`config.mk`:
```
export PLATFORM = sky130hd
export DESIGN_NAME = tdp18k_fifo_ctrl
export DESIGN_NICKNAME = d
export VERILOG_FILES = /design/src/rtl/tdp18k_fifo_ctrl.sv
export SDC_FILE = /design/constraint.sdc
export NUM_CORES = 1
export LEC_CHECK = 0
export CAP_MARGIN = 20
export CORE_UTILIZATION = 55
export CTS_BUF_LIST = sky130_fd_sc_hd__clkbuf_8
export DETAILED_ROUTE_END_ITERATION = 10
export GPL_TIMING_DRIVEN = 1
export PLACE_DENSITY_LB_ADDON = 0.25
export SETUP_SLACK_MARGIN = 0.5
export SLEW_MARGIN = 25
export SYNTH_ARGS = -nofsm -noshare
export SYNTH_HDL_FRONTEND = slang
export SYNTH_SLANG_ARGS = --single-unit
```
`constraint.sdc`:
```
create_clock -name CLK -period 9.7 [get_ports CLK]
set_clock_uncertainty 0.2 [all_clocks]
set_input_delay 2.91 -clock CLK [delete_from_list [all_inputs] [get_ports CLK]]
set_output_delay 2.91 -clock CLK [all_outputs]
set_load 0.01 [all_outputs]
```
`src/rtl/tdp18k_fifo_ctrl.sv`:
```
// tdp18k_fifo_ctrl
// Single-clock FIFO controller for one 18Kb half of a dual-18K true-dual-port
// RAM. Port A of the half is the write port, port B is the read port, both at
// x18 (16 data + 2 parity). Even parity is generated per byte on write and
// checked on read. The 1-cycle RAM read latency is hidden behind a 2-entry
// first-word-fall-through output buffer.
//
// Ports:
//   CLK, RESET (async, active high), FLUSH (sync clear)
//   WR_EN / WR_DATA                  push side; FULL, ALMOST_FULL, WR_OVERFLOW
//   O_VALID / O_READY / O_DATA       pop side; O_PERR flags the head word
//   EMPTY, ALMOST_EMPTY, COUNT       occupancy (RAM + in-flight + buffer)
//   PARITY_ERR                       sticky, cleared by RESET or FLUSH
//   RAM_*_A                          RAM port A write controls
//   RAM_*_B                          RAM port B read controls / read data
//
// Handshake: a word leaves the FIFO in every cycle where O_VALID and O_READY
// are both high. While O_VALID is high and O_READY is low, O_DATA/O_PERR stay
// stable. WR_EN has no ready; a push is taken only when FULL is low.
module tdp18k_fifo_ctrl #(
  parameter int DEPTH_LOG2    = 10,
  parameter int ADDR_LSB      = 4,
  parameter int AFULL_THRESH  = 1020,
  parameter int AEMPTY_THRESH = 4
) (
  input  logic                  CLK,
  input  logic                  RESET,
  input  logic                  FLUSH,
  input  logic                  WR_EN,
  input  logic [15:0]           WR_DATA,
  output logic                  FULL,
  output logic                  ALMOST_FULL,
  output logic                  WR_OVERFLOW,
  output logic                  O_VALID,
  input  logic                  O_READY,
  output logic [15:0]           O_DATA,
  output logic                  O_PERR,
  output logic                  EMPTY,
  output logic                  ALMOST_EMPTY,
  output logic [DEPTH_LOG2:0]   COUNT,
  output logic                  PARITY_ERR,
  output logic                  RAM_WEN_A,
  output logic [1:0]            RAM_BE_A,
  output logic [13:0]           RAM_ADDR_A,
  output logic [15:0]           RAM_WDATA_A,
  output logic [1:0]            RAM_WPARITY_A,
  output logic                  RAM_REN_B,
  output logic [13:0]           RAM_ADDR_B,
  input  logic [15:0]           RAM_RDATA_B,
  input  logic [1:0]            RAM_RPARITY_B
);

  localparam logic [DEPTH_LOG2:0] DEPTH_W   = {1'b1, {DEPTH_LOG2{1'b0}}};
  localparam logic [DEPTH_LOG2:0] AFULL_W   = AFULL_THRESH[DEPTH_LOG2:0];
  localparam logic [DEPTH_LOG2:0] AEMPTY_W  = AEMPTY_THRESH[DEPTH_LOG2:0];

  logic [DEPTH_LOG2-1:0] wptr, rptr;
  logic [DEPTH_LOG2:0]   ram_cnt, count_q;
  logic                  rd_pending;
  logic [1:0]            buf_cnt;
  logic                  head;
  logic [1:0][15:0]      buf_data;
  logic [1:0]            buf_perr;
  logic                  ovf_q, perr_sticky;

  logic                  accept, pop, issue, tail, cap_perr;
  logic [1:0]            wr_parity, rd_parity;
  logic [2:0]            buf_after;
  logic [DEPTH_LOG2:0]   ram_cnt_nxt, count_nxt;
  logic [1:0]            buf_cnt_nxt;

  assign FULL         = (count_q == DEPTH_W);
  assign EMPTY        = (count_q == '0);
  assign ALMOST_FULL  = (count_q >= AFULL_W);
  assign ALMOST_EMPTY = (count_q <= AEMPTY_W);
  assign COUNT        = count_q;
  assign WR_OVERFLOW  = ovf_q;
  assign PARITY_ERR   = perr_sticky;

  assign O_VALID = (buf_cnt != 2'd0);
  assign O_DATA  = buf_data[head];
  assign O_PERR  = buf_perr[head];
  assign pop     = O_VALID & O_READY;

  // RESET gates accept so the write port is quiet while reset is held.
  assign accept    = WR_EN & ~FULL & ~FLUSH & ~RESET;
  assign wr_parity = {^WR_DATA[15:8], ^WR_DATA[7:0]};

  // Only fetch when the word will have a buffer slot on arrival: entries
  // already held plus the one in flight, minus the one leaving this cycle.
  assign buf_after = {1'b0, buf_cnt} + {2'b00, rd_pending} - {2'b00, pop};
  assign issue     = (ram_cnt != '0) & (buf_after < 3'd2) & ~FLUSH;

  // Write data/parity are zeroed when not writing so idle outputs are clean.
  assign RAM_WEN_A     = accept;
  assign RAM_BE_A      = {2{accept}};
  assign RAM_ADDR_A    = 14'({wptr, {ADDR_LSB{1'b0}}});
  assign RAM_WDATA_A   = accept ? WR_DATA : 16'h0000;
  assign RAM_WPARITY_A = accept ? wr_parity : 2'b00;
  assign RAM_REN_B     = issue;
  assign RAM_ADDR_B    = 14'({rptr, {ADDR_LSB{1'b0}}});

  assign rd_parity = {^RAM_RDATA_B[15:8], ^RAM_RDATA_B[7:0]};
  assign cap_perr  = rd_pending & (rd_parity != RAM_RPARITY_B);

  // A capture always finds buf_cnt <= 1, so the tail is head + buf_cnt mod 2.
  assign tail = head ^ buf_cnt[0];

  assign ram_cnt_nxt = ram_cnt + (DEPTH_LOG2+1)'(accept) - (DEPTH_LOG2+1)'(issue);
  assign buf_cnt_nxt = buf_cnt + {1'b0, rd_pending} - {1'b0, pop};
  assign count_nxt   = ram_cnt_nxt + (DEPTH_LOG2+1)'(issue)
                     + (DEPTH_LOG2+1)'(buf_cnt_nxt);

  always_ff @(posedge CLK or posedge RESET) begin
    if (RESET) begin
      wptr        <= '0;
      rptr        <= '0;
      ram_cnt     <= '0;
      count_q     <= '0;
      rd_pending  <= 1'b0;
      buf_cnt     <= 2'd0;
      head        <= 1'b0;
      buf_data    <= '0;
      buf_perr    <= '0;
      ovf_q       <= 1'b0;
      perr_sticky <= 1'b0;
    end else if (FLUSH) begin
      // Any in-flight read is dropped by clearing rd_pending.
      wptr        <= '0;
      rptr        <= '0;
      ram_cnt     <= '0;
      count_q     <= '0;
      rd_pending  <= 1'b0;
      buf_cnt     <= 2'd0;
      head        <= 1'b0;
      buf_data    <= '0;
      buf_perr    <= '0;
      ovf_q       <= WR_EN & FULL;
      perr_sticky <= 1'b0;
    end else begin
      if (accept) wptr <= wptr + 1'b1;
      if (issue)  rptr <= rptr + 1'b1;
      ram_cnt    <= ram_cnt_nxt;
      count_q    <= count_nxt;
      rd_pending <= issue;
      buf_cnt    <= buf_cnt_nxt;
      if (rd_pending) begin
        buf_data[tail] <= RAM_RDATA_B;
        buf_perr[tail] <= cap_perr;
      end
      if (pop)      head        <= ~head;
      if (cap_perr) perr_sticky <= 1'b1;
      ovf_q <= WR_EN & FULL;
    end
  end

endmodule

```
==> results.cfg, run 1 <==
[route]
drc = 0
vias = 3850
viasPerCell = 5.60
wirelength_microns = 11100
dr.first_iter.drc_count = 143
wl_per_cell_microns = 16.1
drt_first_pass_iters = 4
ant_nets = 0

[timing]
drv_slew = 0
max-slew-margin-rel_pct = 38.5
final-hold-violation-count = 0
clock.fmax_ghz = 0.113
setup_tns_ns = 0
fin_crit_ns = 8.83
setup_slack_ns = 0.868
setup_viol = 0
worst_slew_pin_slew_ns = 0.922
post-route-period-util_pct = 91.0
rsz0062_at_grt = no

[logic_synthesis]
ys_dominant_reg_cell = dfrtp_1
synth-edff-count = 0
syn-cell-area_sq_mm = 0.00480
ys_ff_latch = 82
async_flop_share_pct = 100
synth_cell_types = 58
ys_seq_area_share_pct = 42.8
yosysWarnings = 0
syn_avg_cell_area_sq_um = 10.4
syn_inst = 463

[final_layout]
multi_input_area_sq_mm = 0.00254
fin_nets = 640
drive_gt1_share_pct = 8.93
fill_cells = 592
syn2layout_area_growth_pct = 30.3
final-seq-area_sq_mm = 0.00205

[worst_hold_path]
min_path_type = reg -> reg
min_path_cells = 2

[die]
core-area_sq_mm = 0.00834
die_w_microns = 95.4
die-height_microns = 95.4
io-pin-count = 124
row_count = 33
fp.dieArea_sq_mm = 0.00910
start_util_pct = 57.5

[global_route]
grt_max_degree = 83
grt_pass1_vias = 3743
grt_pass1_wl_microns = 18100
antenna_found_initial = 1
grt_usage_pct = 26.0
overflow = 0

[clock_tree]
cts_resized = 0
cts_buffers = 9
cts_tree = done
cts_root_buf = clkbuf_8
hold_buffers = 0
postCtsSetupRepairBufs = 0
clkTransAtPathRegs_ns = 0.09
insertion_delay_ns = 0.36
cts.htree.levels = 3
cts_sinks = 82
clock_path_buffers = 2

[run]
cap_violations = 0

[setup_path]
rr_startpoint = buf_cnt[0]$_DFF_PP0_
endpoint = RAM_REN_B
cp-end-kind = output pin
r2r_end = COUNT[9]$_DFF_PP0_
ff2ff_path_depth = 22
path_class = in -> out
path_max_fanout = 4
cp.required_ns = 6.59
worstPathArrival_ns = 5.72
cp-start-kind = input port
r2r_setup_slack_ns = 4.03
crit_start = O_READY

[placed_design]
pre_cts_slack_ns = 0.871
place.gp.congestion = 0.911
port_buffers = 115
dp_hpwl_microns = 7940

[power]
pwr_density_cell_mw_per_mm2 = 306
p_leak_nw = 2.76
peakVddDrop_uv = 252

[run_status]
status = complete, no violations
==> synthesized netlist by cell type, drive strengths merged (2+ instances only) <==
cell | count | area share, %
o21ba | 2 | 0.42
nand2 | 13 | 1.0
clkbuf | 9 | 0.70
nand2b | 5 | 0.81
dfrtp | 82 | 43
or3 | 5 | 0.65
nand4 | 9 | 1.2
nor4 | 5 | 0.78
a21oi | 13 | 1.4
and4 | 2 | 0.37
ha | 20 | 5.2
o21ai | 9 | 0.94
and2 | 20 | 2.6
nor2 | 45 | 3.5
o31ai | 4 | 0.63
a21o | 4 | 0.63
xnor2 | 38 | 7.1
o31a | 2 | 0.37
mux2 | 18 | 4.2
a211oi | 3 | 0.57
fa | 4 | 1.7
a41oi | 2 | 0.37
buf | 15 | 2.1
a2111oi | 2 | 0.37
o211ai | 2 | 0.31
nor2b | 10 | 1.3
and3 | 5 | 0.65
xor2 | 24 | 4.4
or2 | 2 | 0.26
nand3 | 8 | 0.83
inv | 25 | 2.0
nor3 | 5 | 0.52
a22o | 32 | 5.8
nor3b | 3 | 0.47
==> cells in the final DEF (no fill, tap or decap), types with 17 or more instances in the layout <==
cell and n:
a22o_1 32, and2_1 20, clkdlybuf4s50_1 114, dfrtp_1 82
ha_1 20, inv_1 24, mux2_2 17, nor2_1 43
xnor2_1 37, xor2_1 24
==> kinds of logic after synthesis <==
group           Yosys count  synth area share, %
compound gates           83                 13.5
xor+xnor                 62                 11.5
fa+ha+maj                24                 6.89
buf+inv                  49                 4.80
flops                    82                 42.8
mux                      19                 4.44
other cells               1               0.0782
simple gates            143                 16.0
==> state kept, by name, summed over array words and instances, names as in the netlist <==
name         cells
rptr            10
WR_OVERFLOW      1
PARITY_ERR       1
wptr            10
COUNT           11
buf_perr         2
rd_pending       1
buf_data        32
buf_cnt          2
head             1
ram_cnt         11
==> worst min path at each step <==
stage	start	slack (ns)	to
after global placement	buf_perr[0]$_DFFE_PP0P_	0.26	buf_perr[0]$_DFFE_PP0P_
after floorplan	buf_perr[0]$_DFFE_PP0P_	0.24	buf_perr[0]$_DFFE_PP0P_
final	buf_perr[0]$_DFFE_PP0P_	0.30	buf_perr[0]$_DFFE_PP0P_
after CTS	buf_perr[0]$_DFFE_PP0P_	0.30	buf_perr[0]$_DFFE_PP0P_
after global routing	buf_data[14]$_DFFE_PP0P_	0.32	buf_data[14]$_DFFE_PP0P_
after detailed placement	buf_perr[0]$_DFFE_PP0P_	0.28	buf_perr[0]$_DFFE_PP0P_
==> critical path, cell delays in order <==
cell,delay [ns]
clkdlybuf4s50_1,0.48
and2_1,0.17
ha_1,0.24
inv_1,0.06
ha_1,0.13
inv_1,0.05
fa_1,0.37
xnor2_1,0.20
o211ai_1,0.18
nor2_1,0.31
clkdlybuf4s50_1,0.63
==> power by group <==
group	switching, mW	internal, mW
Sequential	0.0718	0.426
Combinational	0.609	0.519
Clock	0.134	0.150
Total	0.815	1.09
==> stage by stage <==
| stage | power [mW] | hold WS (ns) | instance area [sq um] | std cells | utilization [%] |
|---|---|---|---|---|---|
| floorplan | 1.29 | 0.245 | 4820 | 470 | - |
| global route | 2.06 | 0.324 | 6250 | 688 | 74.9 |
| global placement | 1.59 | 0.258 | 6000 | 671 | 72.0 |
| CTS | 1.91 | 0.302 | 6240 | 687 | 74.8 |
| finish | 1.91 | 0.296 | 6250 | 688 | 74.9 |
| detailed placement | 1.62 | 0.281 | 6010 | 671 | 72.0 |
==> layer usage <==
| metal | vias up | global-route usage [%] | wire [microns] |
|---|---|---|---|
| li1 | 1836 | - | - |
| met1 | 1902 | 34.2 | 4860 |
| met2 | 95 | 42.8 | 5600 |
| met3 | 17 | 5.50 | 415 |
| met4 | 0 | 8.46 | 184 |
| met5 | - | 0 | 0 |
==> layout make-up <==
class / count / area share (%)
diodes: 1 / 0.0400
clock buffers: 9 / 1.98
clock inverters: 7 / 1.78
inverters: 25 / 1.52
multi-input cells: 339 / 40.7
flip-flops and latches: 82 / 32.8
well taps: 105 / 2.10
repair buffers: 120 / 19.0
Power figures use the tool's default switching activity.
==> run 2: changes to the inputs <==
--- a/config.mk
+++ b/config.mk
@@ -9,8 +9,10 @@
 export CORE_UTILIZATION = 55
 export CTS_BUF_LIST = sky130_fd_sc_hd__clkbuf_8
 export DETAILED_ROUTE_END_ITERATION = 10
+export GPL_ROUTABILITY_DRIVEN = 0
 export GPL_TIMING_DRIVEN = 1
 export PLACE_DENSITY_LB_ADDON = 0.25
+export REMOVE_ABC_BUFFERS = 1
 export SETUP_SLACK_MARGIN = 0.5
 export SLEW_MARGIN = 25
 export SYNTH_ARGS = -nofsm -noshare
==> run 2 against run 1 <==
Effect of this change: cell count fell by 0.15%; via count shrank 0.96%; design area decreased by 0.42%; sequential cell count did not move; core utilization down 0.31 points; die area unchanged; global-route usage grew 0.13 points; total power is essentially flat; fmax increased by 0.11%; routed wire length is 2.1% higher; first-iteration DRC count shrank 13%.
==> results.cfg, run 2 (same netlist as run 1, synthesis figures left out) <==
[global_route]
grt_pass1_wl_microns = 18300
grt_usage_pct = 26.1
antenna_found_initial = 0
overflow = 0
grt_max_degree = 83
grt_pass1_vias = 3745

[setup_path]
path_buf_inv = 4
worstPathArrival_ns = 5.71
rr_startpoint = buf_cnt[0]$_DFF_PP0_
cp-end-kind = output pin
path_class = in -> out
path_max_fanout = 4
path_delay_family = buffers and inverters
slowest_stage = clkdlybuf4s50_1
cp-start-kind = input port
critPathMaxStageDelay_ns = 0.60
cp.required_ns = 6.59
crit_start = O_READY
cp_cell_sequence = clkdlybuf4s50_1, and2_1, ha_1, inv_1, ha_1, inv_1, fa_1, xnor2_1, o211ai_1, nor2_1, clkdlybuf4s50_1

[route]
viasPerCell = 5.55
wl_met2_microns = 5560
wirelength_microns = 11300
drt_first_pass_iters = 4
vias = 3813
drc = 0
wl_met3_microns = 440
wl_met1_microns = 5140
wl_per_cell_microns = 16.4
ant_nets = 0
top_layer = met4
dr.first_iter.drc_count = 124

[power]
peakVddDrop_uv = 334
p_leak_nw = 2.75
pwr_density_cell_mw_per_mm2 = 307

[final_layout]
num_antenna_cells = 0
final_common_cell = clkdlybuf4s50_1
regMostFlops = buf_data
stdcell_area_sq_mm = 0.00622
largest_register_ffs = 32
fin_nets = 640
drive_gt1_share_pct = 8.93
syn2layout_area_growth_pct = 29.7
layout_common_cells = clkdlybuf4s50_1 (114), dfrtp_1 (82), nor2_1 (43)
fill_cells = 609

[clock_tree]
hold_buffers = 0
cts_tree = done
cts_sinks = 82
cts.htree.levels = 3
postCtsSetupRepairBufs = 0
cts_root_buf = clkbuf_8
clock_path_buffers = 2
cts_resized = 0
cts_buffers = 9
clkTransAtPathRegs_ns = 0.08
insertion_delay_ns = 0.35

[timing]
fin_crit_ns = 8.82
setup_viol = 0
setup_slack_ns = 0.878
drv_slew = 0
post-route-period-util_pct = 90.9
clock.fmax_ghz = 0.113
rsz0062_at_grt = no
max-slew-margin-rel_pct = 38.0
worst_slew_pin_slew_ns = 0.931
final-hold-violation-count = 0
setup_tns_ns = 0

[die]
core-area_sq_mm = 0.00834
die_w_microns = 95.4
row_count = 33
fp.dieArea_sq_mm = 0.00910
start_util_pct = 57.5
die-height_microns = 95.4
io-pin-count = 124

[run]
cap_violations = 0

[worst_hold_path]
hp-start = buf_perr[0]$_DFFE_PP0P_
min_path_type = reg -> reg

[placed_design]
port_buffers = 115
dp_hpwl_microns = 8400
placed_cell_area_sq_mm = 0.00601
pre_cts_slack_ns = 0.890

[run_status]
status = complete, no violations
## run 2: per-stage QoR
step / util, % / std cells / total power, mW / hold slack [ns]
after floorplan: - / 446 / 1.28 / 0.245
after global placement: 72.0 / 671 / 1.60 / 0.259
after detailed placement: 72.0 / 671 / 1.64 / 0.288
after CTS: 74.6 / 687 / 1.91 / 0.308
after global routing: 74.6 / 687 / 2.06 / 0.324
final: 74.6 / 687 / 1.91 / 0.299
## run 2: power by group
part	leakage, nW	switching, mW	internal (mW)
clock network	0.101	0.134	0.129
registers	1.11	0.0739	0.426
logic	1.54	0.617	0.531
## run 2: path summary, 6_finish.rpt
check,depth (start not counted),to,slack [ns]
min,2,buf_perr[0]$_DFFE_PP0P_,0.30
min reg2reg,2,buf_perr[0]$_DFFE_PP0P_,0.30
max in group asynchronous,3,ram_cnt[9]$_DFF_PP0_,5.89
max,11,RAM_REN_B,0.88
max reg2reg,20,COUNT[9]$_DFF_PP0_,3.96
min in group asynchronous,3,buf_data[3]$_DFFE_PP0P_,2.92
## run 2: cell type report
cell class / count / area, sq um / area share (%)
clock inverter: 6 / 73.8 / 1.19
multi-input combinational: 339 / 2540 / 40.9
sequential: 82 / 2050 / 33.0
clock buffer: 10 / 138 / 2.21
inverter: 25 / 95.1 / 1.53
timing repair buffer: 120 / 1190 / 19.1
tap: 105 / 131 / 2.11
## run 2: per-layer routing
| layer | up-vias | track usage (%) |
|---|---|---|
| met5 | - | 0 |
| met4 | 0 | 7.34 |
| met3 | 13 | 3.03 |
| met2 | 102 | 44.3 |
| met1 | 1869 | 35.3 |
| li1 | 1829 | - |
## run 2: worst min-delay path: stages (launching register included)
cell and delay (ns):
dfrtp_1 0.35, nand2_1 0.05, o31ai_1 0.06
==> run 3: changes to the inputs <==
--- a/config.mk
+++ b/config.mk
@@ -8,13 +8,14 @@
 export CAP_MARGIN = 20
 export CORE_UTILIZATION = 55
 export CTS_BUF_LIST = sky130_fd_sc_hd__clkbuf_8
+export CTS_CLUSTER_DIAMETER = 30
 export DETAILED_ROUTE_END_ITERATION = 10
 export GPL_ROUTABILITY_DRIVEN = 0
 export GPL_TIMING_DRIVEN = 1
 export PLACE_DENSITY_LB_ADDON = 0.25
 export REMOVE_ABC_BUFFERS = 1
 export SETUP_SLACK_MARGIN = 0.5
-export SLEW_MARGIN = 25
+export SLEW_MARGIN = 20
 export SYNTH_ARGS = -nofsm -noshare
 export SYNTH_HDL_FRONTEND = slang
 export SYNTH_SLANG_ARGS = --single-unit
==> run 3 against run 2 <==
Effect of this change: sequential power barely moved; register-to-register slack worse by 0.08 ns; first-iteration DRC count rose by 48%; global-route usage increased by 0.50 points; critical path depth did not move; sequential cell count unchanged; die area unchanged.
==> results.cfg, run 3 (same netlist as run 1, synthesis figures left out) <==
[setup_path]
cp-end-kind = output pin
path_buf_inv = 4
cp.required_ns = 6.59
path_max_fanout = 4
cp-start-kind = input port
slowest_stage = clkdlybuf4s50_1
worstPathArrival_ns = 5.74
path_delay_family = buffers and inverters
cp_cell_sequence = clkdlybuf4s50_1, and2_1, ha_1, inv_1, ha_1, inv_1, fa_1, xnor2_1, o211ai_1, nor2_1, clkdlybuf4s50_1
path_class = in -> out
critPathMaxStageDelay_ns = 0.60

[worst_hold_path]
min_path_type = reg -> reg

[timing]
max-slew-margin-rel_pct = 39.1
setup_slack_ns = 0.855
worst_slew_pin_slew_ns = 0.913
setup_viol = 0
rsz0062_at_grt = no
drv_slew = 0
clock.fmax_ghz = 0.113
setup_tns_ns = 0
fin_crit_ns = 8.85
post-route-period-util_pct = 91.2
final-hold-violation-count = 0

[power]
pwr_density_cell_mw_per_mm2 = 303
p_leak_nw = 2.74
peakVddDrop_uv = 330
power_mw = 1.88

[global_route]
antenna_found_initial = 0
grt_max_degree = 83
overflow = 0
grt_usage_pct = 26.6
grt_pass1_wl_microns = 18600
grt_pass1_vias = 3780

[final_layout]
syn2layout_area_growth_pct = 29.2
largest_register_ffs = 32
fin_nets = 641
num_antenna_cells = 0
regMostFlops = buf_data
drive_gt1_share_pct = 8.75
layout_common_cells = clkdlybuf4s50_1 (114), dfrtp_1 (82), nor2_1 (44)
final_common_cell = clkdlybuf4s50_1

[run]
cap_violations = 0

[route]
drc = 0
viasPerCell = 5.58
wirelength_microns = 11400
dr.first_iter.drc_count = 184
drt_first_pass_iters = 5
ant_nets = 0
vias = 3841
wl_per_cell_microns = 16.6

[placed_design]
dp_hpwl_microns = 8480
pre_cts_slack_ns = 0.875
port_buffers = 115

[clock_tree]
cts_buffers = 9
clock_path_buffers = 2
clkTransAtPathRegs_ns = 0.08
insertion_delay_ns = 0.35
cts_sinks = 82
cts.htree.levels = 3
hold_buffers = 0
cts_tree = done
cts_root_buf = clkbuf_8
cts_resized = 0
postCtsSetupRepairBufs = 0

[die]
row_count = 33
die_w_microns = 95.4
io-pin-count = 124
start_util_pct = 57.5
fp.dieArea_sq_mm = 0.00910
core-area_sq_mm = 0.00834
die-height_microns = 95.4

[run_status]
status = complete, no violations
==> run 3: worst register-to-register path: stages (launching register included) <==
cell,delay (ns)
dfrtp_1,0.44
or2_2,0.33
and2_1,0.20
ha_1,0.29
inv_1,0.06
ha_1,0.14
inv_1,0.05
fa_1,0.38
xnor2_1,0.22
o211ai_1,0.19
nor2_1,0.30
ha_1,0.29
inv_1,0.07
ha_1,0.18
inv_1,0.06
fa_1,0.39
xnor2_1,0.55
nand2_1,0.27
a2111oi_0,0.69
nor4b_1,0.32
nor3_1,0.09
==> run 3: final cells by class <==
class / count / area, sq um
multi-input combinational: 339 / 2540
fill: 602 / 2150
sequential: 82 / 2050
timing repair buffer: 121 / 1190
tap: 105 / 131
clock buffer: 9 / 124
inverter: 25 / 95.1
clock inverter: 7 / 55.1
==> run 3: metal layers <==
layer / part of all wire (%) / GRT usage (%) / routed length, microns / up-vias
met4: 1.2 / 6.97 / 138 / 0
li1: - / - / - / 1831
met5: 0 / 0 / 0 / -
met2: 50 / 45.3 / 5720 / 97
met3: 3.6 / 3.83 / 417 / 13
met1: 45 / 35.6 / 5160 / 1900
==> run 3: final timing paths <==
| check | startpoint | endpoint | slack (ns) | cells after the start |
|---|---|---|---|---|
| max in group asynchronous | RESET | rptr[8]$_DFFE_PP0P_ | 5.88 | 3 |
| hold / removal | buf_perr[0]$_DFFE_PP0P_ | buf_perr[0]$_DFFE_PP0P_ | 0.30 | 2 |
| setup reg to reg | buf_cnt[0]$_DFF_PP0_ | COUNT[9]$_DFF_PP0_ | 3.88 | 20 |
| setup / recovery | O_READY | RAM_REN_B | 0.85 | 11 |
| hold reg to reg | buf_perr[0]$_DFFE_PP0P_ | buf_perr[0]$_DFFE_PP0P_ | 0.30 | 2 |
| min in group asynchronous | RESET | wptr[5]$_DFFE_PP0P_ | 2.92 | 3 |
==> run 3: metrics by stage <==
stage	util [%]	instances	hold WS [ns]	area [sq um]
final	74.3	688	0.297	6190
after global routing	74.3	688	0.325	6190
after CTS	74.2	688	0.308	6190
after detailed placement	72.1	672	0.288	6010
after global placement	72.0	671	0.259	6000
after floorplan	-	446	0.245	4690
==> run 3: where the power goes <==
| group | switching, mW | internal, mW | leakage, nW | total (mW) |
|---|---|---|---|---|
| clock | 0.132 | 0.0951 | 0.0852 | 0.228 |
| sequential | 0.0745 | 0.426 | 1.11 | 0.501 |
| combinational | 0.620 | 0.531 | 1.54 | 1.15 |
